$ cat src/rtl/key_event_fifo_pkg.sv
// rtl/key_event_fifo_pkg.sv - shared key width, queue depth and issue FSM states
//
// Purpose: constants shared by the keypad, key_event_fifo and lcd_ctrl, plus
//          the state type of the downstream issue FSM.
// Ports:   none (package).
package key_event_fifo_pkg;

  localparam int KEY_W      = 7;
  localparam int FIFO_DEPTH = 8;

  typedef enum logic [1:0] {
    ST_IDLE = 2'd0,
    ST_SEND = 2'd1,
    ST_WAIT = 2'd2
  } issue_state_e;

endpackage

$ cat src/rtl/key_event_fifo_mem.sv
// rtl/key_event_fifo_mem.sv - DEPTH x DATA_W register array for queued key codes
//
// Purpose: storage for key_event_fifo. Synchronous write, combinational read.
//          Storage is deliberately not reset; validity is tracked by the
//          pointers and count in the parent.
// Ports:   clk            clock
//          we/waddr/wdata write port
//          raddr/rdata    combinational read port
module key_fifo_mem
  import key_event_fifo_pkg::*;
#(
  parameter int DATA_W = KEY_W,
  parameter int DEPTH  = FIFO_DEPTH,
  parameter int ADDR_W = $clog2(DEPTH)
) (
  input  logic              clk,
  input  logic              we,
  input  logic [ADDR_W-1:0] waddr,
  input  logic [DATA_W-1:0] wdata,
  input  logic [ADDR_W-1:0] raddr,
  output logic [DATA_W-1:0] rdata
);

  logic [DATA_W-1:0] mem_q [DEPTH];

  always_ff @(posedge clk) begin
    if (we) begin
      mem_q[waddr] <= wdata;
    end
  end

  assign rdata = mem_q[raddr];

endmodule

$ cat src/rtl/key_event_fifo.sv
// rtl/key_event_fifo.sv - keypad code queue issuing one send strobe per downstream done
//
// Purpose: queues 7-bit key codes from the keypad synchronizer and hands them
//          to lcd_ctrl one at a time: a one-cycle out_send per code, the next
//          code only after out_done.
// Ports:   clk       250 kHz domain clock
//          rst       asynchronous reset, active-low
//          flush     synchronous queue clear, active-high
//          in_valid  key-ready level (rising edge = one key), in_data key code
//          out_data  code presented downstream, held until next issue
//          out_send  one-cycle issue strobe
//          out_done  downstream transfer complete pulse
//          count     entries queued (0..DEPTH)
//          overflow  sticky: a key was dropped because the queue was full
module key_event_fifo
  import key_event_fifo_pkg::*;
#(
  parameter int DATA_W = KEY_W,
  parameter int DEPTH  = FIFO_DEPTH,
  parameter int ADDR_W = $clog2(DEPTH)
) (
  input  logic              clk,
  input  logic              rst,
  input  logic              flush,
  input  logic              in_valid,
  input  logic [DATA_W-1:0] in_data,
  output logic [DATA_W-1:0] out_data,
  output logic              out_send,
  input  logic              out_done,
  output logic [ADDR_W:0]   count,
  output logic              overflow
);

  localparam logic [ADDR_W:0]   CNT_FULL = (ADDR_W + 1)'(DEPTH);
  localparam logic [ADDR_W:0]   CNT_ONE  = (ADDR_W + 1)'(1);
  localparam logic [ADDR_W-1:0] PTR_ONE  = ADDR_W'(1);

  logic              in_valid_q, in_valid_d;
  logic [ADDR_W-1:0] wr_ptr_q, wr_ptr_d;
  logic [ADDR_W-1:0] rd_ptr_q, rd_ptr_d;
  logic [ADDR_W:0]   count_q, count_d;
  logic              overflow_q, overflow_d;
  logic [DATA_W-1:0] out_data_q, out_data_d;
  logic              out_send_q, out_send_d;
  issue_state_e      state_q, state_d;

  logic              push_req;
  logic              full;
  logic              push_ok;
  logic              pop;
  logic [DATA_W-1:0] rdata;

  // Full is taken from the count at the start of the cycle, so a push that
  // lands together with a pop while full is still dropped.
  assign push_req = in_valid & ~in_valid_q;
  assign full     = (count_q == CNT_FULL);
  assign push_ok  = push_req & ~full & ~flush;
  assign pop      = (state_q == ST_IDLE) && (count_q != '0) && !flush;

  key_fifo_mem #(
    .DATA_W (DATA_W),
    .DEPTH  (DEPTH),
    .ADDR_W (ADDR_W)
  ) u_mem (
    .clk   (clk),
    .we    (push_ok),
    .waddr (wr_ptr_q),
    .wdata (in_data),
    .raddr (rd_ptr_q),
    .rdata (rdata)
  );

  // Pointers, count and overflow. Flush wins over everything, and a push
  // dropped by flush does not count as an overflow.
  always_comb begin
    in_valid_d = in_valid;
    wr_ptr_d   = wr_ptr_q;
    rd_ptr_d   = rd_ptr_q;
    count_d    = count_q;
    overflow_d = overflow_q;
    if (flush) begin
      wr_ptr_d   = '0;
      rd_ptr_d   = '0;
      count_d    = '0;
      overflow_d = 1'b0;
    end else begin
      if (push_ok) begin
        wr_ptr_d = wr_ptr_q + PTR_ONE;
      end
      if (pop) begin
        rd_ptr_d = rd_ptr_q + PTR_ONE;
      end
      if (push_ok && !pop) begin
        count_d = count_q + CNT_ONE;
      end else if (!push_ok && pop) begin
        count_d = count_q - CNT_ONE;
      end
      if (push_req && full) begin
        overflow_d = 1'b1;
      end
    end
  end

  // Issue FSM. A transfer already in SEND/WAIT runs to out_done even across a
  // flush; out_data is only reloaded on an issue.
  always_comb begin
    state_d    = state_q;
    out_send_d = 1'b0;
    out_data_d = out_data_q;
    case (state_q)
      ST_IDLE: begin
        if (pop) begin
          out_data_d = rdata;
          out_send_d = 1'b1;
          state_d    = ST_SEND;
        end
      end
      ST_SEND: begin
        state_d = ST_WAIT;
      end
      ST_WAIT: begin
        if (out_done) begin
          state_d = ST_IDLE;
        end
      end
      default: begin
        state_d = ST_IDLE;
      end
    endcase
  end

  always_ff @(posedge clk or negedge rst) begin
    if (!rst) begin
      in_valid_q <= 1'b0;
      wr_ptr_q   <= '0;
      rd_ptr_q   <= '0;
      count_q    <= '0;
      overflow_q <= 1'b0;
      out_data_q <= '0;
      out_send_q <= 1'b0;
      state_q    <= ST_IDLE;
    end else begin
      in_valid_q <= in_valid_d;
      wr_ptr_q   <= wr_ptr_d;
      rd_ptr_q   <= rd_ptr_d;
      count_q    <= count_d;
      overflow_q <= overflow_d;
      out_data_q <= out_data_d;
      out_send_q <= out_send_d;
      state_q    <= state_d;
    end
  end

  assign out_data = out_data_q;
  assign out_send = out_send_q;
  assign count    = count_q;
  assign overflow = overflow_q;

endmodule

$ cat config.mk
export PLATFORM = sky130hd
export DESIGN_NAME = key_event_fifo
export DESIGN_NICKNAME = d
export VERILOG_FILES = /design/src/rtl/key_event_fifo_pkg.sv /design/src/rtl/key_event_fifo_mem.sv /design/src/rtl/key_event_fifo.sv
export SDC_FILE = /design/constraint.sdc
export NUM_CORES = 1
export LEC_CHECK = 0
export ABC_AREA = 0
export BUFFER_PORTS_ARGS = -buffer_cell sky130_fd_sc_hd__buf_2
export CAP_MARGIN = 25
export CELL_PAD_IN_SITES_DETAIL_PLACEMENT = 0
export CELL_PAD_IN_SITES_GLOBAL_PLACEMENT = 1
export CORE_ASPECT_RATIO = 0.9
export CORE_MARGIN = 3
export CORE_UTILIZATION = 55
export CTS_CLUSTER_DIAMETER = 100
export CTS_CLUSTER_SIZE = 16
export DETAILED_ROUTE_END_ITERATION = 8
export GPL_TIMING_DRIVEN = 1
export PLACE_DENSITY_LB_ADDON = 0.1
export RECOVER_POWER = 25
export SYNTH_ARGS = -nofsm -noshare
export SYNTH_HDL_FRONTEND = slang
export SYNTH_HIERARCHICAL = 1
export SYNTH_SLANG_ARGS = --single-unit
$ cat constraint.sdc
create_clock -name clk -period 5.82 [get_ports clk]
set_input_delay 0.582 -clock clk [delete_from_list [all_inputs] [get_ports clk]]
set_output_delay 0.582 -clock clk [all_outputs]
set_load 0.02 [all_outputs]
**Yosys cells after proc, flatten, opt, wreduce, memory -nomap -nowiden**

Memory sizes are Yosys's and may differ from the RTL's. A register that Yosys moved wholly into a read port is not among the register bits.
Index checks and enable logic that the tools add are counted.

- Output and inout bits: 13
- Bits of input ports: 12
- Memory bits (read-only): 0
- Register bits: 15
- Word-level logic and storage cells: 56
- Memories kept: 1
- Memory bits (writable): 56
- Latch bits: 0

Memories:

| name | depth | bits a word | read ports | clocked after memory_dff | write ports | line | source |
|---|---|---|---|---|---|---|---|
| u_mem.mem_q | 8 | 7 | 1 | 1 | 1 | key_event_fifo_mem.sv:24 | `logic [DATA_W-1:0] mem_q [DEPTH];` |

- Equality and inequality tests: 5
- Multiply operators: 0
- $add $sub $neg: 4
- Shift-type cells: 0
- Reduce and logical (&&, ||, !) cells: 17
- Div/mod/pow operators: 0
- Multiplexer cells: 16
- Magnitude comparators: 0
- Bitwise logic cells: 6

Operator list:

| operator | count |
|---|---|
| two-way mux 3 bit | 4 |
| two-way mux 4 bit | 3 |
| adder 3 x 1 -> 3 bit, second input constant | 2 |
| two-way mux 1 bit | 6 |
| one-hot mux 2 bit (3 select lines) | 1 |
| nonzero test 2 bit | 3 |
| logical AND 1 bit | 5 |
| adder 4 x 1 -> 4 bit, second input constant | 1 |
| equality test 4 bit, second input constant | 1 |
| zero test 1 bit | 4 |
| two-way mux 2 bit | 2 |
| inequality test 2 bit, second input constant | 2 |
| AND reduction 2 bit | 2 |
| nonzero test 4 bit | 1 |
| subtractor 4 x 1 -> 4 bit, second input constant | 1 |
| bitwise AND 1 bit | 3 |
| inverter 1 bit | 3 |
| nonzero test 3 bit | 1 |
| equality test 2 x 1 -> 1 bit, second input constant | 1 |
| equality test 2 bit, second input constant | 1 |
| zero test 2 bit | 1 |

**Depth between registers and ports, before layout**

- Depth in word-level cells: 9
- Gate-level depth with buffers: 9
- Mapped depth without buffers: 9

**By module**

The synthesis kept the hierarchy.

Modules (own cells, without submodules):

| module | seq. area each (µm²) | instances | cells each | area an instance (µm²) |
|---|---|---|---|---|
| key_fifo_mem | 1,681.6 | 1 | 94 | 2,225.9 |
| key_event_fifo | 550.5 | 1 | 96 | 1,094.8 |

**Worst setup path after synthesis**

No wires, ideal clock.

- Kind: register to register
- Start point: reg count_q[1] (netlist: count[1])
- End point: reg count_q[3] (netlist: count[3])
- Period minus slack after synthesis: 2.574 ns
- Setup time: 0.150 ns
- Required time: 5.670 ns
- Path slack: 3.246 ns
- Data arrival time: 2.424 ns
- Buffers on the path: 0
- Stages on the path, launching flop included: 10
- Path through: dfrtp_1 nor4_1 nor2_1 nor3_1 inv_1 ha_1 a21oi_1 a21boi_0 mux2i_1 o311ai_0

- Cells in the longest elaborated chain, start to end: 7
- Elaborated cells on any way between the ends: 17
- Those cells by class: add/sub (2); eq/ne (1); mux (3); bitwise (3); reduce/logical (8)

RTL lines:

| element | line | source |
|---|---|---|
| from (decl) | key_event_fifo.sv:41 | `logic [ADDR_W:0] count_q, count_d;` |
| from (signal assigned) | key_event_fifo.sv:146 | `count_q <= count_d;` |
| branches (longest 7 deep; another with subtractor 4 x 1 -> 4 bit) | - |  |

Several ways; the timed one is not identified. The select of a mux whose other input is x is not followed.
A chain may end at the register's enable or synchronous reset.

**Worst setup path after layout**

Ends and elaborated chain as after synthesis.

==> reports/qor.txt <==
combinational share of power: 0.268
Final Max Tran Viols: 0
Lkg Pwr: 1.333 nW
final setup TNS: 0 ns
core area: 5758 sq um
DP HPWL: 3.928 mm
Synth async-reset ratio: 0.2821
post-route antenna net violation count: 0
Data required, critical path: 6.02 ns
DR WL/cell: 19.64 um
Max-cap violations: 0
top layer used by detailed routing: met4
final WL: 5.812 mm
CP arrival: 3.10 ns
die footprint: 7007 sq um
Reg power frac: 0.457
GRT Total Usage: 0.1858
first-pass iteration count of the detailed router: 4
final number of setup-violating endpoints: 0
Via-to-Cell Ratio: 5.807
P_sw: 0.4891 mW
FF-to-FF setup slack: 2.92 ns
Post-synth EDFFs: 56
Synth Flop Type: edfxtp_1
Met1 Wirelength: 2.653 mm
Clk pin slew, worst setup/hold paths: 0.08 ns
Vias: 1,719
Highest Clock Rate: 345.0 MHz
Filler cells: 423
pre-CTS setup slack: 2.911 ns
grt ovf: 0
Least-Margin Pin Slew: 1.179 ns
Ys Warns: 6
share of layout cells above drive strength 1: 0.2566
largest net degree at the start of global routing: 23
1st-iter DRT viols: 194
Setup crit start kind: flop
initial antenna violation count: 0
post-layout min period: 2.899 ns
clock share of power: 0.275
Reg-to-Reg Start: count[1]
IO buf count: 24
Total Power: 1.584 mW
root buf cell: clkbuf_8
H-tree Lvls: 3
Hold Buf Count CTS: 0
max_slew headroom: 0.2140
met3 wire len: 392 um
Crit Reg-Reg Endpoint: count[3]
Die X: 87.91 um
Synth Area per Inst: 17.48 sq um
RSZ-0062 raised after global routing: no
# Post-CTS Setup Buffers: 0
Placement Rows: 26
Die Ht: 79.72 um
CTS Buf Count: 9
synthesized area: 3321 sq um
hold depth: 1
TritonCTS clock tree: yes
synthesis-stage register bit count: 78
sequential share of the synthesized area: 0.6722
min-delay worst type: input port to flop
internal power: 1.095 mW
Worst-Skew Late Latency: 0.34 ns
Final Net Count: 238
clk_skew: 0.008254 ns
Synth cell types: 36
met2 WL: 2.712 mm
Critical Path End: count[3]
Area Growth Syn to Fin: 11.76%
# clock sinks: 78
worst vdd ir: 247.4 uV
ANT cells: 0
Crit. End Element: flop
P per Cell Area: 426.9 nW/um^2
syn_nets: 207
CTS Buffer Depth: 2
Starting Density: 0.5767
Reg2Reg Depth: 9
status: complete, no violations
gpl congestion: 0.9455
Final WS setup: 2.921 ns
cells after synthesis: 190
Sw Ratio: 0.3087
Hold Violations, Final: 0
DRC violations left: 0
Tcrit/Tclk final: 0.4981
Critical Path Source: count[1]
first-pass GRT wire length: 9.252 mm
number of I/O pins: 25
CP Class: flop to flop
number of global-route vias before repair: 1,723
Post-CTS Resized: 0
CP Max Fanout: 8
==> worst min-delay path by stage <==
stage / from / slack, ns / to
after CTS: rst / 0.20 / out_data[4]
after floorplan: rst / 0.29 / count[0]
after detailed placement: state_q[0] / 0.50 / state_q[1]
after global routing: in_valid / 0.36 / in_valid_q
after global placement: state_q[0] / 0.48 / state_q[1]
final: in_valid / 0.38 / in_valid_q
==> critical path, cell delays in order (launching register included) <==
cell and delay (ns):
dfrtp_1 0.48, nor4_1 0.59, nor2_1 0.20, nor3_1 0.32
inv_1 0.13, ha_1 0.34, a21oi_1 0.30, a21boi_0 0.14
mux2i_1 0.13, o311ai_0 0.13
==> synthesized netlist by cell type (2+ instances only) <==
cell type / instances / area (sq um)
dfrtp_1: 22 / 550.5
a21oi_1: 5 / 25.02
inv_1: 3 / 11.26
mux2_2: 14 / 157.7
nor3_1: 5 / 25.02
edfxtp_1: 56 / 1682
mux2i_1: 3 / 30.03
nand2_1: 8 / 30.03
xnor2_1: 2 / 17.52
mux4_1: 14 / 367.9
clkbuf_1: 3 / 11.26
nand3_1: 3 / 15.01
o21ai_0: 3 / 15.01
nand2b_1: 6 / 37.54
nor2_1: 16 / 60.06
ha_1: 4 / 50.05
xor2_1: 2 / 17.52
nor3b_1: 2 / 15.01
a211oi_4: 2 / 40.04
==> layout make-up <==
class	instances	area [sq um]	share of cell area
tap	70	87.58	0.02360
clock buffer	9	123.9	0.03338
multi-input combinational	103	1031	0.2778
clock inverter	7	96.34	0.02596
timing repair buffer	26	128.9	0.03473
sequential	78	2232	0.6015
inverter	3	11.26	0.003034
==> per-layer routing <==
metal / vias to the layer above / track usage
met2: 51 / 0.2779
met3: 6 / 0.06502
met4: 0 / 0.04601
met5: - / 0
li1: 808 / -
met1: 854 / 0.2623
==> logic make-up after synthesis <==
kind of cell | Yosys count | share of synthesized area
buf+inv | 9 | 0.01733
mux | 31 | 0.1673
compound gates | 13 | 0.03165
simple gates | 50 | 0.07988
flops | 78 | 0.6722
xor+xnor | 4 | 0.01055
fa+ha+maj | 5 | 0.02110
==> power groups by stage <==
stage,combinational (mW),clock (mW),sequential [mW]
after floorplan,0.303,0,0.755
after global placement,0.416,0,0.732
after detailed placement,0.425,0,0.739
after CTS,0.427,0.445,0.726
after global routing,0.462,0.470,0.737
final,0.425,0.435,0.724
==> through the flow <==
step | instance area [sq um] | hold slack [ns] | utilization | cells
after floorplan | 3321 | 0.2864 | - | 190
after global placement | 3497 | 0.4822 | 0.6073 | 280
after detailed placement | 3497 | 0.4962 | 0.6073 | 280
after CTS | 3717 | 0.2039 | 0.6456 | 296
after global routing | 3711 | 0.3616 | 0.6445 | 296
final | 3711 | 0.3787 | 0.6445 | 296
==> state kept, by name, summed over array words and instances, names as in the netlist <==
register	flops
wr_ptr_q	3
state_q	2
in_valid_q	1
u_mem/mem_q	56
rd_ptr_q	3
count	4
out_data	7
out_send	1
overflow	1
==> cells in the final DEF (no fill, tap or decap), drive strengths merged, types with 4 or more instances in the layout <==
cell type,instances
nor2,17
inv,5
nand2,8
nand2b,6
clkbuf,14
mux4,14
mux2,14
buf,21
edfxtp,56
ha,4
nor3,5
dfrtp,22
a21oi,6
Note: power is estimated with default switching activity, not from simulation.
